[src/rtl/iob_cache_axi_line_fill_pkg.sv]
// Shared state encodings and AXI constants for the
// cache line-fill AXI read master.
package iob_cache_axi_line_fill_pkg;

  typedef enum logic [1:0] {
    ST_IDLE = 2'd0,
    ST_AR   = 2'd1,
    ST_RD   = 2'd2
  } state_t;

  localparam logic [1:0] BURST_INCR = 2'b01;
  localparam logic [1:0] BURST_WRAP = 2'b10;
  localparam logic [1:0] RESP_OKAY  = 2'b00;

endpackage

[src/rtl/iob_cache_axi_beat_cnt.sv]
// Beat index within a line (modulo line size) plus a
// count of beats received, flagging the final one.
module iob_cache_axi_beat_cnt #(
  parameter int LINE_BEATS_W = 2,
  parameter int AW           = 2
) (
  input  logic          clk_i,
  input  logic          rst_n_i,
  input  logic          load_i,
  input  logic [AW-1:0] start_i,
  input  logic          inc_i,
  output logic [AW-1:0] idx_o,
  output logic          final_o
);

  localparam int CW = LINE_BEATS_W + 1;
  localparam logic [AW-1:0] MASK =
    AW'((1 << LINE_BEATS_W) - 1);
  localparam logic [CW-1:0] LAST =
    CW'((1 << LINE_BEATS_W) - 1);

  logic [AW-1:0] idx_q;
  logic [CW-1:0] n_q;

  always_ff @(posedge clk_i or negedge rst_n_i) begin
    if (!rst_n_i) begin
      idx_q <= '0;
      n_q   <= '0;
    end else if (load_i) begin
      idx_q <= start_i & MASK;
      n_q   <= '0;
    end else if (inc_i) begin
      idx_q <= (idx_q + AW'(1)) & MASK;
      n_q   <= n_q + CW'(1);
    end
  end

  assign idx_o   = idx_q;
  assign final_o = (n_q == LAST);

endmodule

[src/rtl/iob_cache_axi_line_fill.sv]
// AXI4 read master filling one cache line per request,
// critical-word-first (WRAP) or from line start (INCR).
module iob_cache_axi_line_fill
  import iob_cache_axi_line_fill_pkg::*;
#(
  parameter int ADDR_W       = 32,
  parameter int DATA_W       = 32,
  parameter int LINE_BEATS_W = 2,
  parameter int AXI_ID_W     = 1,
  parameter int AXI_ID       = 0,
  parameter int WRAP_EN      = 1,
  localparam int AW = (LINE_BEATS_W < 1) ? 1 : LINE_BEATS_W
) (
  input  logic                clk_i,
  input  logic                rst_n_i,
  input  logic                req_valid_i,
  output logic                req_ready_o,
  input  logic [ADDR_W-1:0]   req_addr_i,
  output logic                fill_valid_o,
  output logic [AW-1:0]       fill_addr_o,
  output logic [DATA_W-1:0]   fill_data_o,
  output logic                fill_last_o,
  output logic                err_o,
  output logic [AXI_ID_W-1:0] m_axi_arid_o,
  output logic [ADDR_W-1:0]   m_axi_araddr_o,
  output logic [7:0]          m_axi_arlen_o,
  output logic [2:0]          m_axi_arsize_o,
  output logic [1:0]          m_axi_arburst_o,
  output logic                m_axi_arvalid_o,
  input  logic                m_axi_arready_i,
  input  logic [AXI_ID_W-1:0] m_axi_rid_i,
  input  logic [DATA_W-1:0]   m_axi_rdata_i,
  input  logic [1:0]          m_axi_rresp_i,
  input  logic                m_axi_rlast_i,
  input  logic                m_axi_rvalid_i,
  output logic                m_axi_rready_o
);

  localparam int SZ = $clog2(DATA_W / 8);
  localparam bit WRAP =
    (WRAP_EN != 0) && (LINE_BEATS_W >= 1);
  localparam int LOW = WRAP ? SZ : SZ + LINE_BEATS_W;
  localparam logic [ADDR_W-1:0] AMASK =
    ~((ADDR_W'(1) << LOW) - ADDR_W'(1));

  state_t state_q, state_d;

  logic                accept;
  logic                beat;
  logic                fin;
  logic                beat_last;
  logic                beat_err;
  logic [AW-1:0]       crit;
  logic [AW-1:0]       idx;
  logic [ADDR_W-1:0]   araddr_q;
  logic                err_acc_q;
  logic                fv_q;
  logic [AW-1:0]       fa_q;
  logic [DATA_W-1:0]   fd_q;
  logic                fl_q;
  logic                fe_q;

  assign accept = req_valid_i & req_ready_o;
  assign beat   = (state_q == ST_RD) & m_axi_rvalid_i;
  assign crit   = WRAP ? req_addr_i[SZ +: AW] : '0;

  // rlast xor expected-final catches both early and missing rlast
  assign beat_last = m_axi_rlast_i | fin;
  assign beat_err  = (m_axi_rresp_i != RESP_OKAY)
                   | (m_axi_rid_i != AXI_ID_W'(AXI_ID))
                   | (m_axi_rlast_i ^ fin);

  iob_cache_axi_beat_cnt #(
    .LINE_BEATS_W (LINE_BEATS_W),
    .AW           (AW)
  ) u_cnt (
    .clk_i   (clk_i),
    .rst_n_i (rst_n_i),
    .load_i  (accept),
    .start_i (crit),
    .inc_i   (beat),
    .idx_o   (idx),
    .final_o (fin)
  );

  always_ff @(posedge clk_i or negedge rst_n_i) begin
    if (!rst_n_i) state_q <= ST_IDLE;
    else          state_q <= state_d;
  end

  always_comb begin
    state_d = state_q;
    unique case (state_q)
      ST_IDLE: if (accept) state_d = ST_AR;
      ST_AR:   if (m_axi_arready_i) state_d = ST_RD;
      ST_RD:   if (beat && beat_last) state_d = ST_IDLE;
      default: state_d = ST_IDLE;
    endcase
  end

  always_ff @(posedge clk_i or negedge rst_n_i) begin
    if (!rst_n_i) begin
      araddr_q  <= '0;
      err_acc_q <= 1'b0;
      fv_q      <= 1'b0;
      fa_q      <= '0;
      fd_q      <= '0;
      fl_q      <= 1'b0;
      fe_q      <= 1'b0;
    end else begin
      if (accept) begin
        araddr_q  <= req_addr_i & AMASK;
        err_acc_q <= 1'b0;
      end else if (beat) begin
        err_acc_q <= err_acc_q | beat_err;
      end
      fv_q <= beat;
      fl_q <= beat & beat_last;
      fe_q <= beat & beat_last & (err_acc_q | beat_err);
      if (beat) begin
        fa_q <= idx;
        fd_q <= m_axi_rdata_i;
      end
    end
  end

  assign req_ready_o     = (state_q == ST_IDLE);
  assign m_axi_arvalid_o = (state_q == ST_AR);
  assign m_axi_rready_o  = (state_q == ST_RD);

  // AR fields are zero outside the address phase
  assign m_axi_arid_o    = m_axi_arvalid_o ?
    AXI_ID_W'(AXI_ID) : '0;
  assign m_axi_araddr_o  = m_axi_arvalid_o ? araddr_q : '0;
  assign m_axi_arlen_o   = m_axi_arvalid_o ?
    8'((1 << LINE_BEATS_W) - 1) : 8'd0;
  assign m_axi_arsize_o  = m_axi_arvalid_o ? 3'(SZ) : 3'd0;
  assign m_axi_arburst_o = !m_axi_arvalid_o ? 2'b00 :
    (WRAP ? BURST_WRAP : BURST_INCR);

  assign fill_valid_o = fv_q;
  assign fill_addr_o  = fa_q;
  assign fill_data_o  = fd_q;
  assign fill_last_o  = fl_q;
  assign err_o        = fe_q;

endmodule

[config.mk]
export PLATFORM = sky130hd
export DESIGN_NAME = iob_cache_axi_line_fill
export DESIGN_NICKNAME = d
export VERILOG_FILES = /design/src/rtl/iob_cache_axi_line_fill_pkg.sv /design/src/rtl/iob_cache_axi_beat_cnt.sv /design/src/rtl/iob_cache_axi_line_fill.sv
export SDC_FILE = /design/constraint.sdc
export NUM_CORES = 1
export LEC_CHECK = 0
export BUFFER_PORTS_ARGS = -buffer_cell sky130_fd_sc_hd__buf_2
export CAP_MARGIN = 20
export CORE_MARGIN = 2
export CORE_UTILIZATION = 30
export CTS_BUF_LIST = sky130_fd_sc_hd__clkbuf_8
export DETAILED_ROUTE_END_ITERATION = 8
export PLACE_DENSITY_LB_ADDON = 0.1
export SLEW_MARGIN = 15
export SYNTH_ARGS = -nofsm -noshare
export SYNTH_HDL_FRONTEND = slang
export SYNTH_SLANG_ARGS = --single-unit
[constraint.sdc]
create_clock -name clk_i -period 4.2 [get_ports clk_i]
set_input_delay 0.42 -clock clk_i [delete_from_list [all_inputs] [get_ports clk_i]]
set_output_delay 0.42 -clock clk_i [all_outputs]
set_load 0.02 [all_outputs]
; ---- Word-level counts from Yosys, hierarchy flattened
; Index checks and enable logic that the tools add are counted.
[classes]
bitwise_logic = 9
n_mux = 14
addsub = 2
n_reduce_logical = 5
eq_ne = 6
[op_table]
columns = op, n
row1 = 2-to-1 mux 32 bit, 1
row2 = 2-to-1 mux 2 bit, 8
row3 = 2-to-1 mux 3 bit, 2
row4 = != test 2 x 1 -> 1 bit (second input constant), 3
row5 = one-hot mux 2 bit (3 select lines), 1
row6 = bitwise AND 1 bit, 4
row7 = bitwise OR 1 bit, 4
row8 = nonzero test 2 bit, 2
row9 = adder 3 x 1 -> 3 bit (second input constant), 1
row10 = equality test 3 x 2 -> 1 bit (second input constant), 1
row11 = AND reduction 3 bit, 1
row12 = adder 2 x 1 -> 2 bit (second input constant), 1
row13 = equality test 2 x 1 -> 1 bit (second input constant), 1
row14 = equality test 2 bit (second input constant), 1
row15 = zero test 2 bit, 1
row16 = 2-to-1 mux 1 bit, 2
row17 = logical AND 1 bit, 1
row18 = bitwise XOR 1 bit, 1
[totals]
wordCells = 46
output_inout_bits = 86
register_bits = 75

; ---- Logic depth before layout (Yosys ltp)
; Gate-level depths: netlist (run 1).
[depth]
ltp_word = 6
mapped_depth = 7
ltp_nobuf = 7

; ---- By module
; Synthesis (run 1) repeated with hierarchy kept, for this count alone.
[unflattened]
hier_cells = 232
area_unflattened_um2 = 3373.2
[by_module_without_submodules]
columns = mod, area_per_inst_um2, n_inst, cells_each, seq_area_each_um2
row1 = iob_cache_axi_line_fill, 3126.7, 1, 210, 1751.7
row2 = iob_cache_axi_beat_cnt, 246.5, 1, 22, 125.1

; ---- Worst setup path after synthesis (run 1)
; No wires, ideal clock.
[synth_path]
path_kind = flip-flop to output port
start = reg state_q[1]
end = out m_axi_araddr_o[19]
arrival_time_ps = 1430
path_stages_with_launch = 5
path_slack_ps = 2350
cell_sequence = dfrtp_1 nand2b_1 inv_1 clkbuf_1 and2_1
[synth_via]
elab_chain_len = 2
[synth_lines]
columns = element, line_no
row1 = start: declaration, iob_cache_axi_line_fill.sv:46  ; state_t state_q, state_d;
row2 = start signal: assignment, iob_cache_axi_line_fill.sv:88  ; else state_q <= state_d;
row3 = equality test 2 x 1 -> 1 bit, iob_cache_axi_line_fill.sv:128  ; assign m_axi_arvalid_o = (state_q == ST_AR);
row4 = via m_axi_arvalid_o, iob_cache_axi_line_fill.sv:29  ; output logic m_axi_arvalid_o,
row5 = 2-to-1 mux 32 bit, iob_cache_axi_line_fill.sv:134  ; assign m_axi_araddr_o = m_axi_arvalid_o ? araddr_q : '0;
row6 = end: declaration, iob_cache_axi_line_fill.sv:25  ; output logic [ADDR_W-1:0] m_axi_araddr_o,
; The timed path passes the listed nets, and every way through them passes these cells.

; ---- Worst setup path in the final report (run 1)
[layout_path]
start = reg state_q[1]
end = out m_axi_araddr_o[5]
[layout_via]
elab_chain_len = 2
[layout_lines]
columns = element, line_no
row1 = equality test 2 x 1 -> 1 bit, iob_cache_axi_line_fill.sv:128
row2 = 2-to-1 mux 32 bit, iob_cache_axi_line_fill.sv:134
; No other way between the ends.

==> results of run 1 <==
-- report_power, final --
group	internal (mW)	total [mW]	switching, mW
combinational	0.516	1.31	0.798
sequential	1.05	1.20	0.157
clock	0.272	0.544	0.272
-- synthesized netlist by cell type --
cell type	n
a22o_1	2
and2_1	28
buf_1	1
buf_2	4
buf_4	17
buf_6	3
clkbuf_1	5
conb_1	1
dfrtp_1	75
ha_1	3
inv_1	7
mux2_2	28
nand2_1	103
nand2b_1	2
nand3_1	1
nand3b_1	1
nand4b_1	1
nor2_1	7
nor2b_1	1
nor3_1	1
nor3b_4	1
o21ai_0	7
o2bb2ai_1	1
or3b_2	1
or4_1	1
xnor2_1	1
xor2_1	1
-- stage by stage --
step                instance area [um2]  total power, mW  utilization, %  hold slack, ns
global route                       4160             3.30            40.1           0.256
CTS                                4160             3.12            40.1           0.239
finish                             4160             3.06            40.1           0.226
floorplan                          3250             2.16               -           0.124
detailed placement                 3960             2.56            38.2           0.457
global placement                   3960             2.54            38.2           0.453
-- metal layers --
layer,vias to the layer above,GRT usage [%],wire length [um]
met1,1116,15.8,3150
met2,114,18.5,3020
met5,-,0,0
li1,1209,-,-
met3,7,4.30,757
met4,0,4.67,61
-- worst min path at each step --
stage	cells after the start	start	slack [ns]	endpoint
after floorplan	0	rst_n_i	0.12	araddr_q[10]$_DFFE_PN0P_
after global placement	2	fill_data_o[4]$_DFFE_PN0P_	0.45	fill_data_o[4]$_DFFE_PN0P_
after detailed placement	2	fill_data_o[28]$_DFFE_PN0P_	0.46	fill_data_o[28]$_DFFE_PN0P_
after CTS	3	m_axi_rdata_i[27]	0.24	fill_data_o[27]$_DFFE_PN0P_
after global routing	3	m_axi_rdata_i[24]	0.26	fill_data_o[24]$_DFFE_PN0P_
final	1	rst_n_i	0.23	araddr_q[20]$_DFFE_PN0P_
-- critical path, stage by stage (launching register included) --
cell and delay (ns):
dfrtp_1 0.47, nand2b_1 0.22, inv_1 0.59, and2_1 0.23
buf_2 0.16
-- cell families after synthesis --
group           count (synthesis)  synth area share, %
compound gates                 10                 1.91
mux                            28                 9.82
xor+xnor                        2                0.546
fa+ha+maj                       3                 1.17
flops                          75                 58.5
simple gates                  148                 20.8
buf+inv                        37                 7.17
other cells                     1                0.117
-- state kept, by name, summed over array words and instances, names as in the netlist --
name	cells
err_acc_q	1
u_cnt.n_q	3
state_q	2
fill_addr_o	2
u_cnt.idx_o	2
fill_valid_o	1
fill_data_o	32
araddr_q	30
fill_last_o	1
err_o	1
-- cell type report --
| cell class | instances | area, um2 | area share, % |
|---|---|---|---|
| Clock inverter | 7 | 70.1 | 1.69 |
| Sequential cell | 75 | 1880 | 45.1 |
| Tap cell | 136 | 170 | 4.09 |
| Multi-Input combinational cell | 203 | 1140 | 27.5 |
| Clock buffer | 9 | 124 | 2.98 |
| Timing Repair Buffer | 147 | 746 | 17.9 |
| Inverter | 7 | 26.3 | 0.632 |
==> qor.yml, run 1 <==
outcome:
  status: "complete, no violations"
sta:
  slew_viol_final: 0
  max_clock_freq_mhz: 408
  setup_viol: 0
  rsz0062_at_grt: "false"
  post-route-min-period_ns: 2.45
  tightest_slew_ns: 0.959
  worst_slack_ns: 1.75
  hold_viol: 0
  skew_ns: 0.0138
  fin_tns_setup_ns: 0
  max-slew-margin-rel_pct: 36.1
  fin_crit_sh_pct: 58.3
setup_path:
  startpoint: "state_q[1]$_DFFE_PN0P_"
  critical_path_class: "reg2out"
  reg2reg_setup_slack_ns: 2.37
  rr_startpoint: "u_cnt.n_q[0]$_DFFE_PN0P_"
  reg2reg_to: "err_o$_DFF_PN0_"
  end_kind: "output port"
  required_ns: 3.78
  startpoint_type: "flop"
  critPathArrivalTime_ns: 2.03
  cp_max_fo: 34
  reg2regPathDepth: 7
  crit_path_end: "m_axi_araddr_o[5]"
drt:
  routedWlPerCell_um: 12.0
  ant_nets: 0
  drt-total-wl_um: 6990
  drtIter0Drc: 115
  vias_per_cell: 4.19
  first_pass_iters: 4
  drc: 0
  num_vias: 2446
finish:
  mostFrequentLayoutCells: "buf_2 (143), nand2_1 (103), dfrtp_1 (75)"
  synthToLayoutAreaGrowth_pct: 29.5
  final_nets: 519
  fillCellCount: 1075
  final_cells: 584
  diodes: 0
  final_common_cell: "buf_2"
  drive_above_1_share_pct: 42.9
power_and_ir_drop:
  power_density_nw_per_um2: 736
  cellLeakagePower_nw: 2.29
  peakVddDrop_mv: 0.261
cts:
  cts-root-buf: "clkbuf_8"
  cts_buffers: 9
  clk_pin_slew_ns: 0.09
  cts_tree: "yes"
  clock_path_buffers: 2
  post_cts_resized: 0
  cts_hold_buf: 0
  cts.sinks: 75
  cts_setup_buffers: 0
  htree_num_levels: 3
  clock_latency_ns: 0.34
place:
  dp_hpwl_um: 4670
  portBuffers: 144
  dp_cells: 568
  gp_congestion: 0.660
  post-place-ws_ns: 2.07
run:
  cap_viol_max_count: 0
global_routing:
  grt_pass1_wl_um: 11100
  antenna_found_initial: 0
  grt_usage_pct: 12.1
  grt_max_degree: 76
  grt_pass1_vias: 2363
  grt_overflow_total: 0
die:
  ios: 159
  rows: 37
  core_area_um2: 10400
  die_area_um2: 11500
  die_w_um: 107
  start_util_pct: 31.0
  die_h_um: 107
synthesis:
  synth_area_per_cell_um2: 10.6
  yosysUniqueCellTypes: 27
  ys_top_cells_by_area: "dfrtp_1 (58%), nand2_1 (12%), mux2_2 (9.8%)"
  synth_area_leader_cell: "dfrtp_1"
  synth_area_um2: 3210
  netlist.area_leader.share_pct: 58.5
  ys_ff_latch: 75
  yosysWarnings: 0
  yosysSeqAreaShare_pct: 58.5
  syn_inst: 304
worst_hold_path:
  hp-class: "in2async"
Power figures use the tool's default switching activity.
==> inputs of run 2 (changes only) <==
==> constraint.sdc (replaced) <==
create_clock -name clk_i -period 2.5 [get_ports clk_i]
set_input_delay 0.25 -clock clk_i [delete_from_list [all_inputs] [get_ports clk_i]]
set_output_delay 0.25 -clock clk_i [all_outputs]
set_load 0.02 [all_outputs]
==> run 2 against run 1 <==
  * Wire length is 0.23% higher
  * First-iteration DRC count is 15% lower
  * Setup slack worse by 1.2 ns
  * Sequential share of layout area is 0.71 points lower
  * Clock-buffer cell count grew 2
  * Final cell count increased by 0.17%
  * Critical path depth grew 1
  * Sequential power is 68% higher
  * Combinational power increased by 72%
==> qor.yml, run 2 (same netlist as run 1, synthesis figures left out) <==
power_and_ir_drop:
  power_density_nw_per_um2: 1260
  peakVddDrop_mv: 0.402
  cellLeakagePower_nw: 2.33
  fin_total_pwr_mw: 5.30
finish:
  mostFrequentLayoutCells: "buf_2 (143), nand2_1 (103), dfrtp_1 (75)"
  drive_above_1_share_pct: 43.0
  fin_util_pct: 40.7
  final_common_cell: "buf_2"
  final_nets: 520
  postLayoutCellArea_um2: 4220
  largest_register_ff_count: 32
  final_cells: 585
  synthToLayoutAreaGrowth_pct: 31.6
  diodes: 0
sta:
  fin_crit_sh_pct: 78.7
  hold_viol: 0
  max_clock_freq_mhz: 508
  rsz0062_at_grt: "false"
  skew_ns: 0.0121
  slew_viol_final: 0
  setup_viol: 0
  tightest_slew_ns: 0.933
  post-route-min-period_ns: 1.97
  max-slew-margin-rel_pct: 37.8
  fin_tns_setup_ns: 0
setup_path:
  cp_max_fo: 33
  startpoint_type: "flop"
  critical_path_class: "reg2out"
  crit_family: "buffers and inverters"
  required_ns: 2.25
  startpoint: "state_q[1]$_DFFE_PN0P_"
  reg2regPathDepth: 7
  crit_path_end: "m_axi_araddr_o[11]"
  cpPeakStageDelay_ns: 0.46
  cp_cell_sequence: "nand2b_1 -> inv_1 -> buf_4 -> and2_1 -> buf_2"
  reg2reg_setup_slack_ns: 0.69
  end_kind: "output port"
  critPathArrivalTime_ns: 1.72
  cpMaxStageDelayCell: "dfrtp_1"
  cp_num_buf_inv: 3
  reg2reg_to: "err_o$_DFF_PN0_"
  rr_startpoint: "u_cnt.n_q[0]$_DFFE_PN0P_"
  cp.depth: 5
outcome:
  status: "complete, no violations"
drt:
  routedWlPerCell_um: 12.0
  drt-total-wl_um: 7010
  num_vias: 2407
  drc: 0
  first_pass_iters: 4
  drtIter0Drc: 98
  vias_per_cell: 4.11
  ant_nets: 0
run:
  cap_viol_max_count: 0
global_routing:
  grt_usage_pct: 12.0
  grt_max_degree: 76
  grt_pass1_wl_um: 10900
  grt_overflow_total: 0
  grt_pass1_vias: 2280
  antenna_found_initial: 0
place:
  dp_hpwl_um: 4780
  dpl_cell_area_um2: 4000
  portBuffers: 144
  gp_congestion: 0.692
  dp_cells: 569
cts:
  htree_num_levels: 3
  clock_path_buffers: 2
  cts_buffers: 9
  cts_hold_buf: 0
  cts.sinks: 75
  cts_tree: "yes"
  clk_pin_slew_ns: 0.08
  clock_latency_ns: 0.33
  cts_setup_buffers: 0
  post_cts_resized: 0
  cts-root-buf: "clkbuf_8"
die:
  ios: 159
  core_area_um2: 10400
  die_w_um: 107
  die_area_um2: 11500
  die_h_um: 107
  start_util_pct: 31.0
  rows: 37
worst_hold_path:
  hp-class: "in2async"
-- run 2: cell count changes in the layout (fill, tap and decap cells not counted), sizes merged --
cell / before / now
clkbuf: 9 / 11
clkinvlp: 3 / 1
clkinv: 2 / 1
bufinv: 1 / 2
buf: 147 / 148
-- run 2: power by group --
group | switching (mW) | internal, mW | leakage, nW | total [mW]
Sequential | 0.261 | 1.76 | 0.925 | 2.02
Combinational | 1.35 | 0.897 | 1.29 | 2.25
Clock | 0.425 | 0.612 | 0.117 | 1.04
Total | 2.03 | 3.27 | 2.33 | 5.30
-- run 2: layer usage --
metal | up-vias | GRT usage (%) | share of wire (%)
met5 | - | 0 | 0
met4 | 0 | 4.40 | 0.61
met3 | 6 | 4.72 | 11
met2 | 107 | 17.9 | 44
met1 | 1081 | 15.8 | 44
li1 | 1213 | - | -
-- run 2: worst min path at each step --
stage,startpoint,endpoint,cells after the start
6_report,rst_n_i,araddr_q[22]$_DFFE_PN0P_,1
3_5_place_dp,m_axi_rdata_i[13],fill_data_o[13]$_DFFE_PN0P_,3
2_1_floorplan,rst_n_i,araddr_q[10]$_DFFE_PN0P_,0
3_3_place_gp,m_axi_rdata_i[26],fill_data_o[26]$_DFFE_PN0P_,3
5_1_grt,m_axi_rdata_i[24],fill_data_o[24]$_DFFE_PN0P_,3
4_1_cts,rst_n_i,araddr_q[23]$_DFFE_PN0P_,1
-- run 2: area by class of cell --
type	count	area [um2]
clock buffers	11	151
clock inverters	5	76.3
fillers	1063	6150
inverters	7	26.3
multi-input cells	203	1140
flip-flops and latches	75	1880
well taps	136	170
repair buffers	148	778
-- run 2: through the flow --
| stage | setup slack, ns | hold slack (ns) |
|---|---|---|
| 2_1_floorplan | 0.780 | -0.0456 |
| 3_3_place_gp | 0.692 | 0.438 |
| 3_5_place_dp | 0.689 | 0.444 |
| 4_1_cts | 0.477 | 0.0775 |
| 5_1_grt | 0.383 | 0.0798 |
| 6_report | 0.533 | 0.0647 |
==> inputs of run 3 (changes only) <==
--- a/config.mk
+++ b/config.mk
@@ -5,6 +5,7 @@
 export SDC_FILE = /design/constraint.sdc
 export NUM_CORES = 1
 export LEC_CHECK = 0
+export ABC_AREA = 1
 export BUFFER_PORTS_ARGS = -buffer_cell sky130_fd_sc_hd__buf_2
 export CAP_MARGIN = 20
 export CORE_MARGIN = 2
==> constraint.sdc (replaced) <==
create_clock -name clk_i -period 1.8 [get_ports clk_i]
set_input_delay 0.18 -clock clk_i [delete_from_list [all_inputs] [get_ports clk_i]]
set_output_delay 0.18 -clock clk_i [all_outputs]
set_load 0.02 [all_outputs]
==> run 3 against run 2 <==
  * Power up 42%
  * Non-clock buffer count up 4
  * Die area up 2.1%
  * Global-route usage up 0.89 points
  * Worst hold slack worse by 0.036 ns
  * First-iteration DRC count down 8.2%
  * Final area up 2.6%
  * Largest power group unchanged
==> qor.yml, run 3 <==
outcome:
  status: "complete, no violations"
power_and_ir_drop:
  power_switching_mw: 3.11
  combPwrFrac_pct: 43.5
  cellInternalPower_mw: 4.45
  power_density_nw_per_um2: 1740
  clock_power_share_pct: 20.0
  switching_share_pct: 41.1
  seqPwrFrac_pct: 36.5
  cellLeakagePower_nw: 2.52
  peakVddDrop_mv: 0.630
finish:
  synthToLayoutAreaGrowth_pct: 32.1
  mostFrequentLayoutCells: "nand2_1 (145), buf_2 (143), dfrtp_1 (74)"
  drive_above_1_share_pct: 34.9
  final_common_cell: "nand2_1"
  fillCellCount: 1153
  final_cells: 665
  largest_register_ff_count: 32
  final_nets: 597
  diodes: 0
place:
  gp_congestion: 0.667
  dp_hpwl_um: 5340
  portBuffers: 144
  post-place-ws_ns: 0.228
  dp_cells: 649
die:
  core_area_um2: 10700
  die_area_um2: 11800
  die_w_um: 109
  die_h_um: 109
  start_util_pct: 30.5
  rows: 38
  ios: 159
synthesis:
  ys_ff_latch: 75
  netlist.area_leader.share_pct: 57.2
  synth-edff-count: 0
  yosysUniqueCellTypes: 23
  ys_top_cells_by_area: "dfrtp_1 (57%), nand2_1 (17%), inv_1 (4.7%)"
  synth-async-reset-ratio_pct: 100
  synth_common_cells: "nand2_1 (146), dfrtp_1 (75), inv_1 (41)"
  syn_inst: 379
  synth_flop_cell: "dfrtp_1"
  yosysWarnings: 0
  synth_area_leader_cell: "dfrtp_1"
  synth_area_per_cell_um2: 8.66
  yosysSeqAreaShare_pct: 57.2
  synth.most_common_cell: "nand2_1"
  synth_area_um2: 3280
drt:
  routedWlPerCell_um: 11.1
  drt-total-wl_um: 7390
  ant_nets: 0
  num_vias: 2721
  drc: 0
  drtIter0Drc: 90
  first_pass_iters: 4
  vias_per_cell: 4.09
sta:
  holdWs_ns: 0.0290
  slew_viol_final: 0
  fin_crit_sh_pct: 92.9
  setup_viol: 0
  worst_slack_ns: 0.128
  fin_tns_setup_ns: 0
  hold_viol: 0
  post-route-min-period_ns: 1.67
  skew_ns: 0.00597
  rsz0062_at_grt: "false"
  max_clock_freq_mhz: 598
setup_path:
  cp_cell_sequence: "inv_1 -> nand2_4 -> buf_12 -> nor2_1 -> buf_2"
  required_ns: 1.62
  cpMaxStageDelayCell: "dfrtp_2"
  reg2reg_setup_slack_ns: 0.33
  critical_path_class: "reg2out"
  startpoint_type: "flop"
  cpPeakStageDelay_ns: 0.45
  end_kind: "output port"
  critPathArrivalTime_ns: 1.49
  cp_max_fo: 19
global_routing:
  grt_pass1_vias: 2530
  antenna_found_initial: 0
  grt_overflow_total: 0
  grt_pass1_wl_um: 11800
  grt_usage_pct: 12.9
  grt_max_degree: 42
cts:
  clock_path_buffers: 2
  cts.sinks: 75
  cts-root-buf: "clkbuf_8"
  clk_pin_slew_ns: 0.08
  cts_buffers: 9
  cts_tree: "yes"
  cts_setup_buffers: 0
  htree_num_levels: 3
  clock_latency_ns: 0.33
worst_hold_path:
  hp-class: "in2reg"
run:
  cap_viol_max_count: 0
## run 3: cell types whose count changed after synthesis, moves of 3 or more
cell	delta
and2_1	-27
buf_2	+3
clkbuf_1	-4
inv_1	+34
mux2_2	-28
nand2_1	+43
nor2_1	+27
o21ai_0	+17
o21ai_2	+11
## run 3: through the flow
step                      util (%)  total power, mW  cell area, um2
after floorplan                  -             5.11            3320
after global placement        38.0             6.08            4090
after detailed placement      38.0             6.12            4090
after CTS                     40.3             7.69            4330
after global routing          40.3             8.20            4330
final                         40.3             7.56            4330
## run 3: cells by family after synthesis
group / count (synthesis) / synth area share [%]
simple gates: 188 / 22.4
buf+inv: 75 / 12.2
flops: 75 / 57.2
compound gates: 37 / 6.94
fa+ha+maj: 3 / 1.14
other cells: 1 / 0.114
## run 3: repair_timing
item                                    in CTS  in global routing
hold buffers                                 1                  0
hold endpoints to repair                    35                  0
cloned                                       0                  0
endpoints found under the setup margin      27                 19
resized for setup                            1                  2
## run 3: path summary, 6_finish.rpt
kind | from | endpoint | cells after the start
worst max register to register | u_cnt.n_q[0]$_DFFE_PN0P_ | err_o$_DFF_PN0_ | 7
worst min-delay path | m_axi_rdata_i[13] | fill_data_o[13]$_DFFE_PN0P_ | 3
max in group asynchronous | rst_n_i | state_q[1]$_DFFE_PN0P_ | 3
worst min register to register | fill_data_o[14]$_DFFE_PN0P_ | fill_data_o[14]$_DFFE_PN0P_ | 2
min in group asynchronous | rst_n_i | araddr_q[10]$_DFFE_PN0P_ | 2
worst max-delay path | state_q[1]$_DFFE_PN0P_ | m_axi_araddr_o[28] | 5
## run 3: worst max-delay path: cells and delay by family (launching register included)
family / cells / cell delay, ns
buffers and inverters: 3 / 0.48
DFF: 1 / 0.45
and+or+nand+nor: 2 / 0.22
## run 3: power by group through the flow
stage	clock [mW]	combinational [mW]	sequential, mW
2_1_floorplan	0	1.93	3.18
3_3_place_gp	0	3.31	2.76
3_5_place_dp	0	3.35	2.77
4_1_cts	1.58	3.36	2.76
5_1_grt	1.65	3.70	2.84
6_report	1.51	3.29	2.76
## run 3: per-layer routing
| layer | global-route usage, % | vias to the layer above | part of all wire, % |
|---|---|---|---|
| li1 | - | 1393 | - |
| met1 | 16.0 | 1221 | 44 |
| met2 | 21.3 | 95 | 47 |
| met3 | 3.80 | 12 | 7.9 |
| met4 | 4.67 | 0 | 1.4 |
| met5 | 0 | - | 0 |
## run 3: cell type report
cell class | instances | area (um2) | area share (%)
Clock buffer | 9 | 124 | 2.86
Clock inverter | 6 | 106 | 2.45
Inverter | 43 | 161 | 3.72
Multi-Input combinational cell | 240 | 1050 | 24.3
Sequential cell | 75 | 1880 | 43.3
Tap cell | 140 | 175 | 4.04
Timing Repair Buffer | 152 | 836 | 19.3
